## src/rtl/seg7_capture_encoder.sv

```systemverilog
`default_nettype none
// +---------------------------------------------------------------------------+
// | seg7_capture_encoder: debounces active-low 7-segment lines and encodes    |
// | each settled digit to BCD over a one-entry valid/ready buffer.            |
// | Optional hex letters A..F via macro SEG7_HEX_EN.  Rev 1.0                 |
// +---------------------------------------------------------------------------+
module seg7_capture_encoder #(
  parameter int STABLE_CYCLES = 4,
  parameter int CNT_W         = 8
) (
  input  logic       clk,
  input  logic       rst,
  input  logic [6:0] seg_n,
  input  logic       out_ready,
  output logic       out_valid,
  output logic [3:0] bcd_out,
  output logic       err,
  output logic       ovf,
  output logic       busy
);

  typedef enum logic [1:0] {
    IDLE   = 2'd0,
    SETTLE = 2'd1,
    HOLD   = 2'd2
  } state_t;

  localparam logic [6:0]       C_BLANK  = 7'h7F;
  localparam logic [CNT_W-1:0] C_STABLE = CNT_W'(STABLE_CYCLES);
  localparam logic [CNT_W-1:0] C_ONE    = CNT_W'(1);

  state_t           state_q, state_d;
  logic [CNT_W-1:0] cnt_q, cnt_d;
  logic [6:0]       s_q;
  logic [6:0]       pat_q, pat_d;
  logic             out_valid_q, out_valid_d;
  logic [3:0]       bcd_q, bcd_d;
  logic             err_q, err_d;
  logic             ovf_q, ovf_d;
  logic             cap;
  logic [4:0]       dec;

  // Returns {err, bcd}; anything not recognised maps to {1, 4'hF}.
  function automatic logic [4:0] decode(input logic [6:0] p);
    case (p)
      7'h40:   decode = 5'h00;
      7'h79:   decode = 5'h01;
      7'h24:   decode = 5'h02;
      7'h30:   decode = 5'h03;
      7'h19:   decode = 5'h04;
      7'h12:   decode = 5'h05;
      7'h02:   decode = 5'h06;
      7'h78:   decode = 5'h07;
      7'h00:   decode = 5'h08;
      7'h10:   decode = 5'h09;
`ifdef SEG7_HEX_EN
      7'h08:   decode = 5'h0A;
      7'h03:   decode = 5'h0B;
      7'h46:   decode = 5'h0C;
      7'h21:   decode = 5'h0D;
      7'h06:   decode = 5'h0E;
      7'h0E:   decode = 5'h0F;
`endif
      default: decode = 5'h1F;
    endcase
  endfunction

  assign dec = decode(s_q);

  always_comb begin
    state_d = state_q;
    cnt_d   = cnt_q;
    pat_d   = pat_q;
    cap     = 1'b0;
    if (s_q == C_BLANK) begin
      state_d = IDLE;
      cnt_d   = '0;
    end else if (state_q == IDLE || s_q != pat_q) begin
      // A fresh pattern has already been seen for one cycle.
      pat_d = s_q;
      cnt_d = C_ONE;
      if (C_ONE == C_STABLE) begin
        cap     = 1'b1;
        state_d = HOLD;
      end else begin
        state_d = SETTLE;
      end
    end else if (state_q == SETTLE) begin
      cnt_d = cnt_q + C_ONE;
      if (cnt_d == C_STABLE) begin
        cap     = 1'b1;
        state_d = HOLD;
      end
    end
  end

  always_comb begin
    out_valid_d = out_valid_q;
    bcd_d       = bcd_q;
    err_d       = err_q;
    ovf_d       = ovf_q;
    if (cap) begin
      // A transfer on the same edge frees the buffer for the new capture.
      if (!out_valid_q || out_ready) begin
        out_valid_d = 1'b1;
        bcd_d       = dec[3:0];
        err_d       = dec[4];
      end else begin
        ovf_d = 1'b1;
      end
    end else if (out_valid_q && out_ready) begin
      out_valid_d = 1'b0;
    end
  end

  always_ff @(posedge clk or posedge rst) begin
    if (rst) begin
      state_q     <= IDLE;
      cnt_q       <= '0;
      s_q         <= C_BLANK;
      pat_q       <= C_BLANK;
      out_valid_q <= 1'b0;
      bcd_q       <= 4'h0;
      err_q       <= 1'b0;
      ovf_q       <= 1'b0;
    end else begin
      state_q     <= state_d;
      cnt_q       <= cnt_d;
      s_q         <= seg_n;
      pat_q       <= pat_d;
      out_valid_q <= out_valid_d;
      bcd_q       <= bcd_d;
      err_q       <= err_d;
      ovf_q       <= ovf_d;
    end
  end

  assign out_valid = out_valid_q;
  assign bcd_out   = bcd_q;
  assign err       = err_q;
  assign ovf       = ovf_q;
  assign busy      = (state_q != IDLE);

endmodule
`default_nettype wire

```

## config.mk

```make
export PLATFORM = sky130hd
export DESIGN_NAME = seg7_capture_encoder
export DESIGN_NICKNAME = d
export VERILOG_FILES = /design/src/rtl/seg7_capture_encoder.sv
export SDC_FILE = /design/constraint.sdc
export NUM_CORES = 1
export LEC_CHECK = 0
export CORE_MARGIN = 8
export CORE_UTILIZATION = 59
export CTS_CLUSTER_DIAMETER = 40
export DETAILED_ROUTE_END_ITERATION = 10
export GPL_ROUTABILITY_DRIVEN = 0
export HOLD_SLACK_MARGIN = 0.15
export PLACE_DENSITY = 0.82
export SYNTH_ARGS = -nofsm -noshare
export SYNTH_HDL_FRONTEND = slang
export SYNTH_SLANG_ARGS = --single-unit
export TNS_END_PERCENT = 1
```

## constraint.sdc

```tcl
create_clock -name clk -period 5.8 [get_ports clk]
set_clock_uncertainty 0.15 [all_clocks]
set_input_delay 0.58 -clock clk [delete_from_list [all_inputs] [get_ports clk]]
set_output_delay 0.58 -clock clk [all_outputs]
set_load 0.02 [all_outputs]
```

==> results.json <==
{
  "count_of_pins_on_the_block_boundary": 18,
  "final_design_area_no_fill_mm2": 0.001785,
  "hpwl_um": 2035,
  "worstHoldPathType": "reg2reg",
  "critPathLaunchType": "flop",
  "yosys.cell_count.top_type": "dfrtp_1",
  "synth_top_cell_area_share_pct": 26.79,
  "crit_path_start": "s_q[6]",
  "unrepaired_setup_endpoints_after_global_routing": "false",
  "cts_buffers": 5,
  "synth_area_leaders": "dfrtp_1, dfstp_2, buf_6, xnor2_1, xor2_1",
  "report.power.total_uw": 403.7,
  "cts_tree": "yes",
  "placement_rows": 19,
  "detailroute.via_count": 1069,
  "period_minus_slack_ps": 2361,
  "critical_path.max_fanout": 9,
  "max_vdd_drop_mv": 0.2313,
  "nets_final": 170,
  "post_synthesis_async_set_or_reset_flop_share_pct": 100.0,
  "clk-insertion-delay-late_ps": 330,
  "core-area_mm2": 0.002663,
  "grtUsageTotal_pct": 14.08,
  "worst_ep_arrival_time_ps": 2430,
  "final-setup-viol-count": 0,
  "antenna_found_initial": 0,
  "synth.ff_latch_count": 31,
  "endpoint_kind": "flop",
  "max_clock_freq_ghz": 0.4236,
  "drt_first_pass_iters": 4,
  "static-leakage-power_nw": 0.7218,
  "post_cts_buffers": 0,
  "yosysTopAreaCell": "dfrtp_1",
  "drv.max_cap_violation_count": 0,
  "path_clk_slew_ps": 90,
  "post_cts_resize_count": 0,
  "finalMaxSlewViolations": 0,
  "synthAdderAreaFrac_pct": 0.7880,
  "detail_route.wl_per_cell_um": 13.96,
  "synth_xor_area_share_pct": 9.220,
  "die-width_um": 67.88,
  "layout-drive-gt1-share_pct": 20.00,
  "cts_hold_repair.buffers": 0,
  "setup.worst_path.class": "reg2reg",
  "count_of_final_hold_check_violations": 0,
  "fin_util_pct": 67.06,
  "synthesis.area_mm2": 0.001588,
  "wire_length_of_the_first_global_routing_pass_um": 4843,
  "synthToLayoutAreaGrowth_pct": 12.45,
  "crit_required_ps": 5870,
  "combinational_family_with_the_most_area_after_synthesis": "simple AND/OR/NAND/NOR gates",
  "grt_remaining_overflow": 0,
  "sum_neg_setup_slack_ps": 0,
  "diodes": 0,
  "leading_cell_types_by_count_after_synthesis": "dfrtp_1, dfstp_2, nor2_1, nand2_1, xnor2_1",
  "min_period_over_period_pct": 40.71,
  "viasPerCell": 5.597,
  "hold_path.startpoint": "ovf",
  "dpl-instance-area_mm2": 0.001717,
  "synth.mux.area_fraction_pct": 5.674,
  "run_status": "finished clean",
  "hold_ws_ps": 342.2,
  "avg_inst_size_synth_um2": 11.03,
  "portBuffers": 17,
  "grt_start_max_net_pins": 32,
  "antenna_left": 0,
  "cts_root_buf": "clkbuf_4",
  "dominantRegCellSynth": "dfrtp_1",
  "drt-total-wl_um": 2666,
  "worst-slew-pin-transition_ps": 1097,
  "synth_enable_flop_cells": 0,
  "regToRegStartpoint": "s_q[6]",
  "cts.sinks": 31,
  "synth_seq_area_share_pct": 49.96,
  "post_synth_and_or_nand_nor_area_fraction_pct": 18.75,
  "synth.distinct_cells": 40,
  "postSynthNetCount": 155,
  "ys.warnings.count": 0,
  "drt_drc_violations_left": 0,
  "cts_max_level": 2,
  "timing.max_slew.rel_slack_pct": 26.82,
  "pwr_density_cell_mw_per_mm2": 226.1,
  "effective_utilization_at_floorplan_pct": 59.63,
  "synthesized_area_fraction_occupied_by_ao_oa_aoi_and_oai_cells_pct": 9.850,
  "cts_buffer_depth": 2,
  "synthesis.instances": 144,
  "detailedRoute.firstIterationViolations": 65,
  "dieArea_mm2": 0.004607,
  "chipHeight_um": 67.88,
  "grt_pass1_vias": 1147
}
[layout make-up]
cell class,instances,area [um^2]
fillers,207,877.1
flip-flops and latches,31,793.3
multi-input cells,101,703.2
repair buffers,17,170.2
clock buffers,8,68.82
well taps,31,38.79
inverters,3,11.26
[power breakdown]
group	switching, mW	total (mW)	internal, mW
combinational	0.0123	0.0285	0.0162
sequential	0.00816	0.234	0.226
clock	0.0696	0.141	0.0712
[logic make-up after synthesis]
kind of cell | count (synthesis)
simple gates | 56
flops | 31
compound gates | 21
xor+xnor | 15
buf+inv | 12
mux | 8
fa+ha+maj | 1
[per-stage QoR]
stage / instances / setup slack [ps]
floorplan: 144 / 3587
global placement: 183 / 3495
detailed placement: 183 / 3453
CTS: 191 / 3432
global route: 191 / 3301
finish: 191 / 3439
[layer usage]
metal	up-vias	global-route usage (%)	wire length, um
li1	521	-	-
met1	520	14.43	1153
met2	21	23.67	1313
met3	7	6.219	138
met4	0	7.928	59
met5	-	0	0
[flip-flops by register name, summed over array words and instances (netlist names)]
name,flops
bcd_out,4
cnt_q,8
err,1
out_valid,1
ovf,1
pat_q,7
s_q,7
state_q,2
[final timing paths]
| check | cells past startpoint | slack, ps | endpoint |
|---|---|---|---|
| setup reg to reg | 5 | 3440 | bcd_out[1] |
| max in group asynchronous | 2 | 4170 | cnt_q[0] |
| min in group asynchronous | 2 | 660 | bcd_out[1] |
| setup / recovery | 5 | 3440 | bcd_out[1] |
| hold / removal | 1 | 340 | ovf |
| hold reg to reg | 1 | 340 | ovf |
[layout by cell type (no fill, tap or decap), types with 3 or more instances in the layout]
cell type and instances:
mux2i_1 3, xor2_1 6, o21ai_0 4, nand3_1 3
dfstp_2 14, clkdlybuf4s50_1 17, nand2_1 12, inv_1 3
dfrtp_1 17, a21oi_1 3, o21a_1 3, nor2b_1 4
nand2b_1 3, clkbuf_4 5, mux2_2 4, xnor2_1 7
nand4_1 6, nor2_1 13
[critical path, cell delays in order, from the launching register on]
cell and delay, ps:
dfstp_2 630, xnor2_2 130, nand4_1 120, or3_1 510
and3b_1 400, mux2_4 320
Power figures use the tool's default switching activity.
